==> src/rtl/instr_mem.sv <==
`default_nettype none
// ============================================================================
// Module   : instr_mem
// Purpose  : Parametrised instruction memory for the RISC-V core.
//
//            - Fetch results are registered, so data appears one cycle after
//              the request edge.
//            - fetch_hold stalls the fetch outputs.
//            - A runtime load port writes program words.
//            - After reset, a fill sequencer writes HALT_WORD into every word.
//            - Misaligned and out-of-range fetches are flagged.
//
// Ports    : clk, rst_n (async, active low)
//            fetch_req, fetch_addr[31:0], fetch_hold      -> fetch request
//            fetch_ready, fetch_valid, fetch_instr, fetch_err <- fetch result
//            load_we, load_addr[ADDR_W-1:0], load_data    -> program load
//            fill_busy                                    <- fill in progress
//            load_perr_inj / fetch_perr                   (IMEM_PARITY_EN only)
//
// Config   : Define IMEM_PARITY_EN to store an even-parity bit per word.
//            Defining it also adds the load_perr_inj input and the
//            fetch_perr output.
//
// Revision : 1.0 - initial release
// ============================================================================
module instr_mem #(
    parameter int unsigned       ADDR_W    = 5,
    parameter int unsigned       DATA_W    = 32,
    parameter logic [DATA_W-1:0] HALT_WORD = 32'h0000007f,
    parameter logic [DATA_W-1:0] NOP_WORD  = 32'h00000013
) (
    input  logic              clk,
    input  logic              rst_n,
    input  logic              fetch_req,
    input  logic [31:0]       fetch_addr,
    input  logic              fetch_hold,
    output logic              fetch_ready,
    output logic              fetch_valid,
    output logic [DATA_W-1:0] fetch_instr,
    output logic              fetch_err,
    input  logic              load_we,
    input  logic [ADDR_W-1:0] load_addr,
    input  logic [DATA_W-1:0] load_data,
`ifdef IMEM_PARITY_EN
    input  logic              load_perr_inj,
    output logic              fetch_perr,
`endif
    output logic              fill_busy
);

    localparam int unsigned c_depth = 2 ** ADDR_W;
`ifdef IMEM_PARITY_EN
    localparam int unsigned c_word_w = DATA_W + 1;   // parity bit in the MSB
`else
    localparam int unsigned c_word_w = DATA_W;
`endif
    localparam logic [ADDR_W-1:0] c_last_idx = ADDR_W'(c_depth - 1);

    typedef enum logic [0:0] {
        ST_FILL = 1'b0,
        ST_RUN  = 1'b1
    } state_t;

    // ------------------------------------------------------------------------
    // State
    // ------------------------------------------------------------------------
    state_t              state_q,       state_d;
    logic [ADDR_W-1:0]   cnt_q,         cnt_d;
    logic                fetch_valid_q, fetch_valid_d;
    logic [DATA_W-1:0]   fetch_instr_q, fetch_instr_d;
    logic                fetch_err_q,   fetch_err_d;
    logic                fetch_ready_q, fetch_ready_d;
    logic                fill_busy_q,   fill_busy_d;
`ifdef IMEM_PARITY_EN
    logic                fetch_perr_q,  fetch_perr_d;
`endif

    logic [c_word_w-1:0] mem_q [c_depth];

    // Memory write port, shared by the fill sequencer and the load port
    logic                mem_we;
    logic [ADDR_W-1:0]   mem_waddr;
    logic [c_word_w-1:0] mem_wdata;

    // Fetch decode
    logic                addr_aligned;
    logic                addr_in_range;
    logic [c_word_w-1:0] rd_word;

    assign addr_aligned  = (fetch_addr[1:0] == 2'b00);
    // Every bit above the word index takes part in the range check, so
    // aliased addresses such as 0x2000_0008 are flagged as out of range.
    assign addr_in_range = (fetch_addr[31:ADDR_W+2] == '0);
    // The memory is read combinationally and the result is captured in the
    // output register. A load to the same word lands on the same edge, so
    // the fetch returns the old word (read-before-write).
    assign rd_word       = mem_q[fetch_addr[ADDR_W+1:2]];

    // ------------------------------------------------------------------------
    // Next-state logic
    // ------------------------------------------------------------------------
    always_comb begin
        state_d       = state_q;
        cnt_d         = cnt_q;
        fetch_valid_d = fetch_valid_q;
        fetch_instr_d = fetch_instr_q;
        fetch_err_d   = fetch_err_q;
        fetch_ready_d = fetch_ready_q;
        fill_busy_d   = fill_busy_q;
`ifdef IMEM_PARITY_EN
        fetch_perr_d  = fetch_perr_q;
`endif
        mem_we        = 1'b0;
        mem_waddr     = cnt_q;
`ifdef IMEM_PARITY_EN
        mem_wdata     = {^HALT_WORD, HALT_WORD};
`else
        mem_wdata     = HALT_WORD;
`endif

        case (state_q)
            ST_FILL: begin
                // The fill writes one word per cycle. Fetch and load inputs
                // are ignored while it runs.
                mem_we = 1'b1;
                cnt_d  = cnt_q + 1'b1;
                if (cnt_q == c_last_idx) begin
                    state_d       = ST_RUN;
                    fetch_ready_d = 1'b1;
                    fill_busy_d   = 1'b0;
                end
            end

            ST_RUN: begin
                if (load_we) begin
                    mem_we    = 1'b1;
                    mem_waddr = load_addr;
`ifdef IMEM_PARITY_EN
                    mem_wdata = {(^load_data) ^ load_perr_inj, load_data};
`else
                    mem_wdata = load_data;
`endif
                end

                if (!fetch_hold) begin
                    if (fetch_req) begin
                        fetch_valid_d = 1'b1;
                        if (!addr_aligned) begin
                            fetch_instr_d = NOP_WORD;
                            fetch_err_d   = 1'b1;
`ifdef IMEM_PARITY_EN
                            fetch_perr_d  = 1'b0;
`endif
                        end else if (!addr_in_range) begin
                            fetch_instr_d = HALT_WORD;
                            fetch_err_d   = 1'b1;
`ifdef IMEM_PARITY_EN
                            fetch_perr_d  = 1'b0;
`endif
                        end else begin
                            fetch_instr_d = rd_word[DATA_W-1:0];
                            fetch_err_d   = 1'b0;
`ifdef IMEM_PARITY_EN
                            // Even parity over data and stored bit must be 0
                            fetch_perr_d  = ^rd_word;
`endif
                        end
                    end else begin
                        // Idle cycle: valid drops, data and error stay
                        fetch_valid_d = 1'b0;
                    end
                end
            end

            default: begin
                state_d = ST_FILL;
            end
        endcase
    end

    // ------------------------------------------------------------------------
    // Control and output registers
    // ------------------------------------------------------------------------
    always_ff @(posedge clk or negedge rst_n) begin
        if (!rst_n) begin
            state_q       <= ST_FILL;
            cnt_q         <= '0;
            fetch_valid_q <= 1'b0;
            fetch_instr_q <= HALT_WORD;
            fetch_err_q   <= 1'b0;
            fetch_ready_q <= 1'b0;
            fill_busy_q   <= 1'b1;
`ifdef IMEM_PARITY_EN
            fetch_perr_q  <= 1'b0;
`endif
        end else begin
            state_q       <= state_d;
            cnt_q         <= cnt_d;
            fetch_valid_q <= fetch_valid_d;
            fetch_instr_q <= fetch_instr_d;
            fetch_err_q   <= fetch_err_d;
            fetch_ready_q <= fetch_ready_d;
            fill_busy_q   <= fill_busy_d;
`ifdef IMEM_PARITY_EN
            fetch_perr_q  <= fetch_perr_d;
`endif
        end
    end

    // Storage array. It has no reset because the fill sequencer initialises it.
    always_ff @(posedge clk) begin
        if (mem_we) begin
            mem_q[mem_waddr] <= mem_wdata;
        end
    end

    assign fetch_ready = fetch_ready_q;
    assign fetch_valid = fetch_valid_q;
    assign fetch_instr = fetch_instr_q;
    assign fetch_err   = fetch_err_q;
    assign fill_busy   = fill_busy_q;
`ifdef IMEM_PARITY_EN
    assign fetch_perr  = fetch_perr_q;
`endif

endmodule

`default_nettype wire

==> config.mk <==
export PLATFORM = sky130hd
export DESIGN_NAME = instr_mem
export DESIGN_NICKNAME = d
export VERILOG_FILES = /design/src/rtl/instr_mem.sv
export SDC_FILE = /design/constraint.sdc
export NUM_CORES = 1
export LEC_CHECK = 0
export CORE_MARGIN = 10
export CORE_UTILIZATION = 38
export DETAILED_ROUTE_END_ITERATION = 10
export SYNTH_ARGS = -nofsm -noshare
export SYNTH_HDL_FRONTEND = slang
export SYNTH_SLANG_ARGS = --single-unit
==> constraint.sdc <==
create_clock -name clk -period 4.25 [get_ports clk]
set_input_delay 0.6375 -clock clk [delete_from_list [all_inputs] [get_ports clk]]
set_output_delay 0.6375 -clock clk [all_outputs]
set_load 0.01 [all_outputs]
==> metrics.md <==
| Metric | Value |
|---|---|
| Post-synthesis async set-or-reset flop share | `3.94%` |
| Data arrival, critical path | `3310 ps` |
| Multiplexer fraction of the synthesized cell area | `15.7%` |
| Number of nets still failing antenna checks after routing | `0` |
| Sequential cell area | `31800 um2` |
| Worst flop-to-flop path endpoint | `mem_q[10][11]$_DFFE_PP_` |
| Worst Tran Pin Value | `1310 ps` |
| Drt wl/cell | `30.0 um` |
| Register share of total power | `52.8%` |
| First-iteration detailed-routing DRC count | `2580` |
| Synthesized net count | `2013` |
| Area occupied by multi-input gates | `9010 um2` |
| Max Slew Vio Count | `0` |
| DRC violation count after routing | `0` |
| Status | `finished clean` |
| Data required time of the critical path | `4610 ps` |
| Maximum resistive drop on vdd | `0.000342 V` |
| Half-perimeter wire length after placement | `62.2 mm` |
| Count of cell instances traversed by the critical path | `5` |
| Crit path setup slack, layout | `1300 ps` |
| Top layer reached by signal wires | `met5` |
| Placer congestion estimate | `0.817` |
| Max-Slew Margin vs Limit | `12.6%` |
| Sum of met2 wire segment lengths after detailed routing | `53.2 mm` |
| RSZ-0062 raised after global routing | `false` |
| Area enclosed by the die boundary | `122000 um2` |
| Delay-heaviest family, CP | `simple AND/OR/NAND/NOR gates` |
| Routed Wire Length | `108 mm` |
| Die height | `349 um` |
| Root buffer selected by CTS | `clkbuf_16` |
| Largest cells by area after synthesis | `edfxtp_1 75%, mux4_2 14%, dfrtp_1 2.1%, nor2_1 2.0%, mux2i_1 0.78%` |
| Setup repair bufs after CTS | `0` |
| Commonest cells after routing, fill and taps aside | `1024 x edfxtp_1, 264 x mux4_2, 183 x nor2_1, 107 x clkbuf_16, 103 x clkdlybuf4s50_1` |
| Sequential element share of the synthesized area | `77.3%` |
| Post-synthesis adder-cell area fraction | `0.0608%` |
| Number of enable-type register cells in the synthesized netlist | `1024` |
| Crit-path cells | `nand2_1, mux2i_1, nand2_1, nor2_4, buf_12` |
| Critical path peak fanout | `14` |
| Part of the power in combinational logic | `4.7%` |
| Flip-flop and latch count after synthesis | `1066` |
| Initial core utilization | `38.4%` |
| Sw Ratio | `20.8%` |
| Vias in the first global route | `21188` |
| Top FF cell, synth | `edfxtp_1` |
| Compound-gate portion of the synthesized area | `1.84%` |
| Clock tree from TritonCTS | `built` |
| Clk pwr share | `42.6%` |
| Vias per cell | `5.69` |
| Clock buffer depth | `3` |
| Xor and xnor area share after synthesis | `0.0638%` |
| Final setup TNS | `0 ps` |
| Gr usage total | `17.7%` |
| Gate Count Post-Synth | `1937` |
| Horizontal extent of the die | `349 um` |
| Worst slack at placement | `807 ps` |
| Most common cell after layout, fill and taps aside | `edfxtp_1` |
| Capture point of the worst path | `mem_q[10][11]$_DFFE_PP_` |
| Number of hold buffers added after cts | `0` |
| Portion of synthesized cell area occupied by the leading cell type | `74.7%` |
| Number of buffers inserted during clock tree synthesis | `105` |
| Reg-to-reg slack, setup | `1300 ps` |
| Final hold vios | `0` |
| Start point of the critical path | `state_q$_DFF_PN0_` |
| Insertion delay to the later sink of the worst-skew pair | `690 ps` |
| Clock transition at the registers of the reported paths | `60 ps` |
| Longest individual stage delay on the worst path | `780 ps` |
| Number of buffers inserted by port buffering | `109` |
| Core region area | `107000 um2` |
| Slowest CP cell | `nor2_4` |
| Mean instance size in the synthesized netlist | `21.3 um2` |
| Number of distinct library cell variants in the gate-level netlist after synthesis | `52` |
| R2R Path Start | `state_q$_DFF_PN0_` |
| Share of the clock period used by the worst path | `69.4%` |
| Crit end category | `flop` |
| Main combinational cell family by area after synthesis | `multiplexers` |
| Initial antenna violation count | `6` |
| Vias after detailed routing | `20621` |
| Class of the tightest hold or removal check | `in -> async` |
| MaxCap Viol Count | `0` |
| Simple-gate area share of the yosys netlist | `3.57%` |
| Largest net degree at the start of global routing | `72` |
| Leakage power total | `15.9 nW` |
| Cell type with the highest occurrence count on the critical path | `nand2_1` |
| Internal Power | `17.3 mW` |
| Number of top-level pins | `110` |
| Nets | `2202` |
| Warnings from Yosys | `0` |
| Htree depth | `3` |
| Global-route wire length before repair | `156 mm` |
| Final critical-path required period | `2950 ps` |
| Cell area after technology mapping | `41200 um2` |
| Highest clock frequency the design can meet | `0.339 GHz` |
| Layout Skew | `56.4 ps` |
| M1 WL | `43.2 mm` |
| Number of cells on the worst reg-to-reg path | `5` |
| Fraction of layout cells with a size suffix above 1 | `25.3%` |
| Net switching power | `4.55 mW` |
| CTS-repair resized insts | `0` |
| Classification of the worst setup path | `reg -> reg` |
| Sum of buffers and inverters on the critical path | `1` |
| Number of iterations in the first detailed-routing pass | `5` |
| Number of setup violations in the final report | `0` |
| Cell type with the largest total area after synthesis | `edfxtp_1` |
| Nature of the critical path startpoint | `flop` |
| GRT Residual Overflow | `0` |
| TritonCTS sink count | `1066` |
| Layout Area Growth over Synthesis | `16.9%` |
| Fill cell count | `8942` |
| Row cnt | `120` |
| Met3 wirelength from detailed routing | `8.75 mm` |
| Power density normalized to cell area | `455 nW/um2` |
[worst min path at each step]
| stage | end | slack (ps) | depth (start not counted) |
|---|---|---|---|
| after floorplan | cnt_q[0]$_DFFE_PN0N_ | 340 | 0 |
| after global placement | fetch_instr[3]$_DFFE_PN1P_ | 460 | 2 |
| after detailed placement | fetch_instr[3]$_DFFE_PN1P_ | 460 | 2 |
| after CTS | fetch_valid$_DFFE_PN0P_ | 160 | 1 |
| after global routing | fetch_err$_DFFE_PN0P_ | 180 | 1 |
| final | fetch_valid$_DFFE_PN0P_ | 130 | 1 |
[registers in the layout, indices dropped and copies added (netlist names)]
register / flops
cnt_q: 5
fetch_instr: 32
fetch_ready: 1
fetch_valid: 1
state_q: 1
fill_busy: 1
mem_q: 1024
fetch_err: 1
[final cells by class]
| type | instances | share of cell area [%] |
|---|---|---|
| antenna | 2 | 0.0104 |
| inverter | 5 | 0.0390 |
| clock buffer | 142 | 6.04 |
| timing repair buffer | 183 | 4.24 |
| tap | 1403 | 3.65 |
| sequential | 1066 | 66.1 |
| multi-input combinational | 765 | 18.7 |
| clock inverter | 56 | 1.21 |
[power groups by stage]
stage               clock network, mW  logic (mW)  registers, mW
CTS                              9.47        1.03           11.6
global placement                    0        1.01           11.8
detailed placement                  0        1.03           11.8
global route                     9.90        1.09           11.5
finish                           9.32        1.02           11.6
floorplan                           0       0.611           11.8
[kinds of logic after synthesis]
group / Yosys count
flops: 1066
simple gates: 347
mux: 306
compound gates: 107
buf+inv: 106
xor+xnor: 3
fa+ha+maj: 2
[routing by layer]
metal / up-vias / GRT usage, %
li1: 8412 / -
met1: 11088 / 23.7
met2: 936 / 29.1
met3: 183 / 3.33
met4: 2 / 5.53
met5: - / 0
[worst reg2reg max path: cells and delay by family (launching register included)]
kind	cells	cell delay, ps
mux	1	400
simple gates	3	1480
flops	1	470
buf+inv	1	270
[synthesized netlist by cell type, types with 8 or more instances]
cell,count
edfxtp_1,1024
mux4_2,264
nor2_1,215
nand2_1,61
clkbuf_1,39
dfrtp_1,34
buf_2,33
mux2i_1,32
o31ai_1,28
and3_1,26
o22ai_1,25
buf_6,14
buf_4,11
a21oi_1,10
a221oi_1,8
dfstp_2,8
nand3_1,8
o21ai_0,8
or2_2,8
[stage by stage]
stage / instance area, um2 / instances / util (%) / hold WS, ps / power [mW]
after floorplan: 41200 / 1937 / - / 342 / 12.4
after global placement: 44600 / 3422 / 41.6 / 458 / 12.8
after detailed placement: 44600 / 3422 / 41.6 / 462 / 12.8
after CTS: 48100 / 3620 / 44.8 / 158 / 22.1
after global routing: 48100 / 3620 / 44.8 / 176 / 22.5
final: 48100 / 3622 / 44.8 / 132 / 21.9
Power figures use the tool's default switching activity.
